`config.mk`:
```
export PLATFORM = sky130hd
export DESIGN_NAME = io_input_conditioner
export DESIGN_NICKNAME = d
export VERILOG_FILES = /design/src/rtl/io_input_conditioner.sv
export SDC_FILE = /design/constraint.sdc
export NUM_CORES = 1
export LEC_CHECK = 0
export BUFFER_PORTS_ARGS = -buffer_cell sky130_fd_sc_hd__buf_2
export CAP_MARGIN = 40
export CELL_PAD_IN_SITES_DETAIL_PLACEMENT = 0
export CELL_PAD_IN_SITES_GLOBAL_PLACEMENT = 1
export CORE_ASPECT_RATIO = 1.5
export CORE_UTILIZATION = 48
export DETAILED_ROUTE_END_ITERATION = 10
export HOLD_SLACK_MARGIN = 0.05
export PLACE_DENSITY = 0.83
export SLEW_MARGIN = 40
export SYNTH_ARGS = -nofsm -noshare
export SYNTH_HDL_FRONTEND = slang
export SYNTH_SLANG_ARGS = --single-unit
```
`constraint.sdc`:
```
create_clock -name clk -period 4.9 [get_ports clk]
set_input_delay 1.225 -clock clk [delete_from_list [all_inputs] [get_ports clk]]
set_output_delay 1.225 -clock clk [all_outputs]
set_load 0.02 [all_outputs]
```
`src/rtl/io_input_conditioner.sv`:
```
// io_input_conditioner
// Synchronizes two push-buttons and a bank of switches, then debounces each
// button independently. A qualified press produces a one-cycle load strobe
// for the matching inport and captures the synchronized switch word.
//
// Per-button FSM states:
//   state          | meaning
//   ---------------+--------------------------------------------------------
//   ST_IDLE        | button released and stable
//   ST_PRESS_WAIT  | button seen high, counting stable high samples
//   ST_PRESSED     | press qualified, button held
//   ST_RELEASE_WAIT| button seen low while pressed, counting stable lows
module io_input_conditioner #(
  parameter int WIDTH           = 32,
  parameter int NUM_SWITCHES    = 10,
  parameter int DEBOUNCE_CYCLES = 500000
) (
  input  logic                    clk,
  input  logic                    rst,
  input  logic [1:0]              buttons,
  input  logic [NUM_SWITCHES-1:0] switches,
  output logic [WIDTH-1:0]        inport_data,
  output logic                    inport_0_en,
  output logic                    inport_1_en,
  output logic [1:0]              btn_level
);

  localparam int CNT_W = $clog2(DEBOUNCE_CYCLES + 1);
  // A transition qualifies when the counter already holds D-1 and the
  // sample agrees once more, i.e. D consecutive agreeing samples in total.
  localparam logic [CNT_W-1:0] CNT_LAST = CNT_W'(DEBOUNCE_CYCLES - 1);
  localparam logic [CNT_W-1:0] CNT_ONE  = CNT_W'(1);

  typedef enum logic [1:0] {
    ST_IDLE         = 2'd0,
    ST_PRESS_WAIT   = 2'd1,
    ST_PRESSED      = 2'd2,
    ST_RELEASE_WAIT = 2'd3
  } btn_state_e;

  logic [1:0]              b_meta_q;
  logic [1:0]              b_sync_q;
  logic [NUM_SWITCHES-1:0] sw_meta_q;
  logic [NUM_SWITCHES-1:0] sw_sync_q;
  logic [1:0]              b_sync;
  logic [NUM_SWITCHES-1:0] sw_sync;

  btn_state_e              state_q [2];
  btn_state_e              state_d [2];
  logic [CNT_W-1:0]        cnt_q   [2];
  logic [CNT_W-1:0]        cnt_d   [2];
  logic [1:0]              press_evt;
  logic [1:0]              level_d;

  logic [1:0]              en_q;
  logic [1:0]              level_q;
  logic [WIDTH-1:0]        data_q;

  // Two-flop synchronizers for every raw asynchronous input
  always_ff @(posedge clk or negedge rst) begin
    if (!rst) begin
      b_meta_q  <= '0;
      b_sync_q  <= '0;
      sw_meta_q <= '0;
      sw_sync_q <= '0;
    end else begin
      b_meta_q  <= buttons;
      b_sync_q  <= b_meta_q;
      sw_meta_q <= switches;
      sw_sync_q <= sw_meta_q;
    end
  end

  assign b_sync  = b_sync_q;
  assign sw_sync = sw_sync_q;

  // Debounce FSM state and counter registers, one set per button
  always_ff @(posedge clk or negedge rst) begin
    if (!rst) begin
      for (int i = 0; i < 2; i++) begin
        state_q[i] <= ST_IDLE;
        cnt_q[i]   <= '0;
      end
    end else begin
      for (int i = 0; i < 2; i++) begin
        state_q[i] <= state_d[i];
        cnt_q[i]   <= cnt_d[i];
      end
    end
  end

  // Next-state, counter and press-event decode for both buttons
  always_comb begin
    for (int i = 0; i < 2; i++) begin
      state_d[i]   = state_q[i];
      cnt_d[i]     = cnt_q[i];
      press_evt[i] = 1'b0;
      case (state_q[i])
        ST_IDLE: begin
          if (b_sync[i]) begin
            state_d[i] = ST_PRESS_WAIT;
            cnt_d[i]   = CNT_ONE;
          end else begin
            cnt_d[i]   = '0;
          end
        end
        ST_PRESS_WAIT: begin
          if (!b_sync[i]) begin
            state_d[i] = ST_IDLE;
            cnt_d[i]   = '0;
          end else if (cnt_q[i] == CNT_LAST) begin
            state_d[i]   = ST_PRESSED;
            cnt_d[i]     = '0;
            press_evt[i] = 1'b1;
          end else begin
            cnt_d[i]     = cnt_q[i] + CNT_ONE;
          end
        end
        ST_PRESSED: begin
          if (!b_sync[i]) begin
            state_d[i] = ST_RELEASE_WAIT;
            cnt_d[i]   = CNT_ONE;
          end else begin
            cnt_d[i]   = '0;
          end
        end
        ST_RELEASE_WAIT: begin
          if (b_sync[i]) begin
            state_d[i] = ST_PRESSED;
            cnt_d[i]   = '0;
          end else if (cnt_q[i] == CNT_LAST) begin
            state_d[i] = ST_IDLE;
            cnt_d[i]   = '0;
          end else begin
            cnt_d[i]   = cnt_q[i] + CNT_ONE;
          end
        end
        default: begin
          state_d[i] = ST_IDLE;
          cnt_d[i]   = '0;
        end
      endcase
    end
  end

  // Debounced level follows the state being entered, so it is a flop output
  // that matches PRESSED/RELEASE_WAIT membership cycle for cycle
  always_comb begin
    level_d = '0;
    for (int i = 0; i < 2; i++) begin
      level_d[i] = (state_d[i] == ST_PRESSED) || (state_d[i] == ST_RELEASE_WAIT);
    end
  end

  // Registered strobes, level and switch capture; one load covers both buttons
  always_ff @(posedge clk or negedge rst) begin
    if (!rst) begin
      en_q    <= '0;
      level_q <= '0;
      data_q  <= '0;
    end else begin
      en_q    <= press_evt;
      level_q <= level_d;
      if (|press_evt) begin
        data_q <= WIDTH'(sw_sync);
      end
    end
  end

  assign inport_0_en = en_q[0];
  assign inport_1_en = en_q[1];
  assign btn_level   = level_q;
  assign inport_data = data_q;

endmodule

```
==> flow_summary.toml <==
[outcome]
status = "finished, violations left"
failed_checks = "design-rule violations"

[timing]
finalCritPeriodShare = 0.4647
tns_ns = 0
post-route-min-period_ns = 2.277
tightest_slew_ns = 0.7571
fmaxAchievable_ghz = 0.4391
fin_skew_ns = 0.009274
maxSlewViolCount = 0
rsz0062_at_grt = "no"
whs_ns = 0.3528
slew_headroom = 0.4952
finalHoldViolCount = 0
setup_viol_count_final = 0

[die]
ios = 50
chipHeight_um = 105.0
row_count = 37
start_util = 0.4956
die_x_um = 70.68
core_mm2 = 0.006852
die_area_mm2 = 0.007422

[global_routing]
antenna_found_initial = 0
grt_pass1_wl_um = 9860
grt_start_max_net_pins = 80
globalRouteTotalUtil = 0.1716
grt_pass1_vias = 2270
grt_overflow = 0

[cts]
clkSinkCount = 79
cts_max_path_buffers = 2
cts_tree = "done"
clkTransAtPathRegs_ns = 0.08
cts_max_level = 3
cts_setup_buffers = 0
numCtsBuffers = 9
clk_latency_ns = 0.35
post_cts_resized = 0
root_buffer = "clkbuf_8"
ctsHoldBuffers = 0

[yosys]
synth_area_leaders = "dfrtp_1 58%, buf_4 5.5%, xor2_1 5.4%"
syn_area_per_cell_um2 = 11.67
synth_area_mm2 = 0.003396
synth.area.mux_share = 0.04311
ys.flop_type = "dfrtp_1"
synth_top_family_by_area = "simple AND/OR/NAND/NOR gates"
synth_compound_area_frac = 0.04606
async_reset_ff_frac = 1.000
synth_simple_gate_area_frac = 0.1813
synth_sequential_area_ratio = 0.5822
synth_edf_count = 0
synth_fa_ha_area_frac = 0.007369
synthCells = 291
synth_top_area_frac = 0.5822
ys_warn_count = 0
yosysTopAreaCell = "dfrtp_1"
synth_cell_types = 37
synth_xor_area_frac = 0.07222
ys_seq_elements = 79

[detailed_routing]
routed_wl_um = 5756
via_per_inst = 5.298
wire_per_inst_um = 14.28
drc = 4
num_vias = 2135
dr.first_iter.drc_count = 101
drtAntennaViolNets = 0
first_pass_iters = 7

[placed_design]
dp_hpwl_um = 4010
numPortBuffers = 27
place.gp.congestion = 0.7801
place_area_mm2 = 0.003510

[cells_and_area]
fin_area_mm2 = 0.003672
final_nets = 337
multiInputGateArea_mm2 = 0.001271
n_antenna_cell = 0
syn_to_final_growth_pct = 8.143
drive_gt1_frac = 0.1815
ff_latch_area_mm2 = 0.001977
fillerInstances = 607

[pwr]
worst_ir_drop_vdd_v = 0.0001727
powerDensity_mw_per_mm2 = 306.0
leakage_uw = 0.001664

[setup_path]
required_ns = 5.14
cp-start-kind = "register"
cp_cell_sequence = "ha_1, and4_1, nand4_2, o32ai_4, mux2_2"
cp-end-kind = "register"
slowest_delay_ns = 0.57
crit_buf_inv = 0
critPathKind = "reg2reg"
cp_max_fo = 10
critPathSlowestCell = "o32ai_4"
crit_arrival_ns = 2.51
path_delay_family = "simple AND/OR/NAND/NOR gates"

[worst_hold_path]
hold_class = "reg2reg"

[job]
cap_violations = 0
[sequential cells by signal, summed over array words and instances, names as in the netlist]
| name | flops |
|---|---|
| sw_meta_q | 10 |
| btn_level | 1 |
| state_q | 4 |
| sw_sync | 10 |
| cnt_q | 38 |
| b_meta_q | 2 |
| b_sync | 2 |
| inport_data | 10 |
| en_q | 2 |
[through the flow]
stage	instances	setup slack, ns	power, uW	utilization
finish	403	2.623	1124	0.5360
global route	403	2.499	1174	0.5360
CTS	403	2.603	1142	0.5360
detailed placement	388	2.625	731.3	0.5122
global placement	388	2.706	729.4	0.5117
floorplan	312	2.956	721.5	-
[worst register-to-register path, cell delays in order, from the launching register on]
cell	delay [ns]
dfrtp_1	0.39
ha_1	0.22
and4_1	0.39
nand4_2	0.19
o32ai_4	0.57
mux2_2	0.40
[metal layers]
layer / routed length [um] / track usage
met5: 0 / 0
met1: 2404 / 0.1868
met3: 142 / 0.04050
met2: 3100 / 0.3031
met4: 108 / 0.09429
[layout make-up]
type                            count  area share
Inverter                            4    0.004089
Clock buffer                       10     0.03475
Timing Repair Buffer               28     0.04055
Multi-Input combinational cell    199      0.3462
Tap cell                           78     0.02658
Sequential cell                    79      0.5383
Clock inverter                      5    0.009540
[logic make-up after synthesis]
| kind of cell | Yosys count |
|---|---|
| AND/OR/NAND/NOR | 111 |
| flip-flops | 79 |
| buffers and inverters | 34 |
| XOR/XNOR | 28 |
| AO/OA/AOI/OAI | 23 |
| multiplexers | 13 |
| adder cells (fa/ha/maj) | 2 |
| other | 1 |
[final timing paths]
check / startpoint / to / slack (ns) / cells after the start
hold / removal: sw_meta_q[2]$_DFF_PN0_ / sw_sync[2]$_DFF_PN0_ / 0.35 / 0
setup reg to reg: cnt_q[19]$_DFF_PN0_ / inport_data[1]$_DFFE_PN0P_ / 2.62 / 5
min in group asynchronous: rst / inport_data[8]$_DFFE_PN0P_ / 0.88 / 1
setup / recovery: cnt_q[19]$_DFF_PN0_ / inport_data[1]$_DFFE_PN0P_ / 2.62 / 5
hold reg to reg: sw_meta_q[2]$_DFF_PN0_ / sw_sync[2]$_DFF_PN0_ / 0.35 / 0
max in group asynchronous: rst / cnt_q[15]$_DFF_PN0_ / 3.53 / 1
[cell usage in the layout, fill, tap and decap left out, types with 10 or more instances in the layout]
| cell type | Yosys | layout |
|---|---|---|
| conb_1 | 1 | 22 |
| mux2_2 | 13 | 13 |
| a21oi_1 | 10 | 10 |
| xor2_1 | 21 | 21 |
| buf_2 | 4 | 26 |
| nand4_1 | 13 | 13 |
| nand3_1 | 12 | 12 |
| dfrtp_1 | 79 | 79 |
| nand2_1 | 12 | 12 |
| nor2_1 | 35 | 35 |
[Yosys cell counts, types with 2 or more instances]
cell type	number
and4_1	7
or4_1	5
xnor2_1	7
o21bai_1	2
nor3b_1	2
and2_1	4
ha_1	2
o21ai_0	4
buf_2	4
mux2_2	13
and3_1	2
nand3_1	12
buf_4	25
inv_1	4
xor2_1	21
nor4b_1	2
o31ai_1	4
dfrtp_1	79
or3_1	4
nand4b_1	2
a21oi_1	10
nor3_1	4
nand2_1	12
nand4_1	13
nor2_1	35
[where the power goes]
| part | switching (uW) | leakage (uW) | internal, uW |
|---|---|---|---|
| Combinational | 37.5 | 0.000542 | 9.35 |
| Clock | 225 | 0.0000825 | 182 |
| Sequential | 5.73 | 0.00104 | 664 |
| Total | 268 | 0.00166 | 856 |
Note: power is estimated with default switching activity, not from simulation.
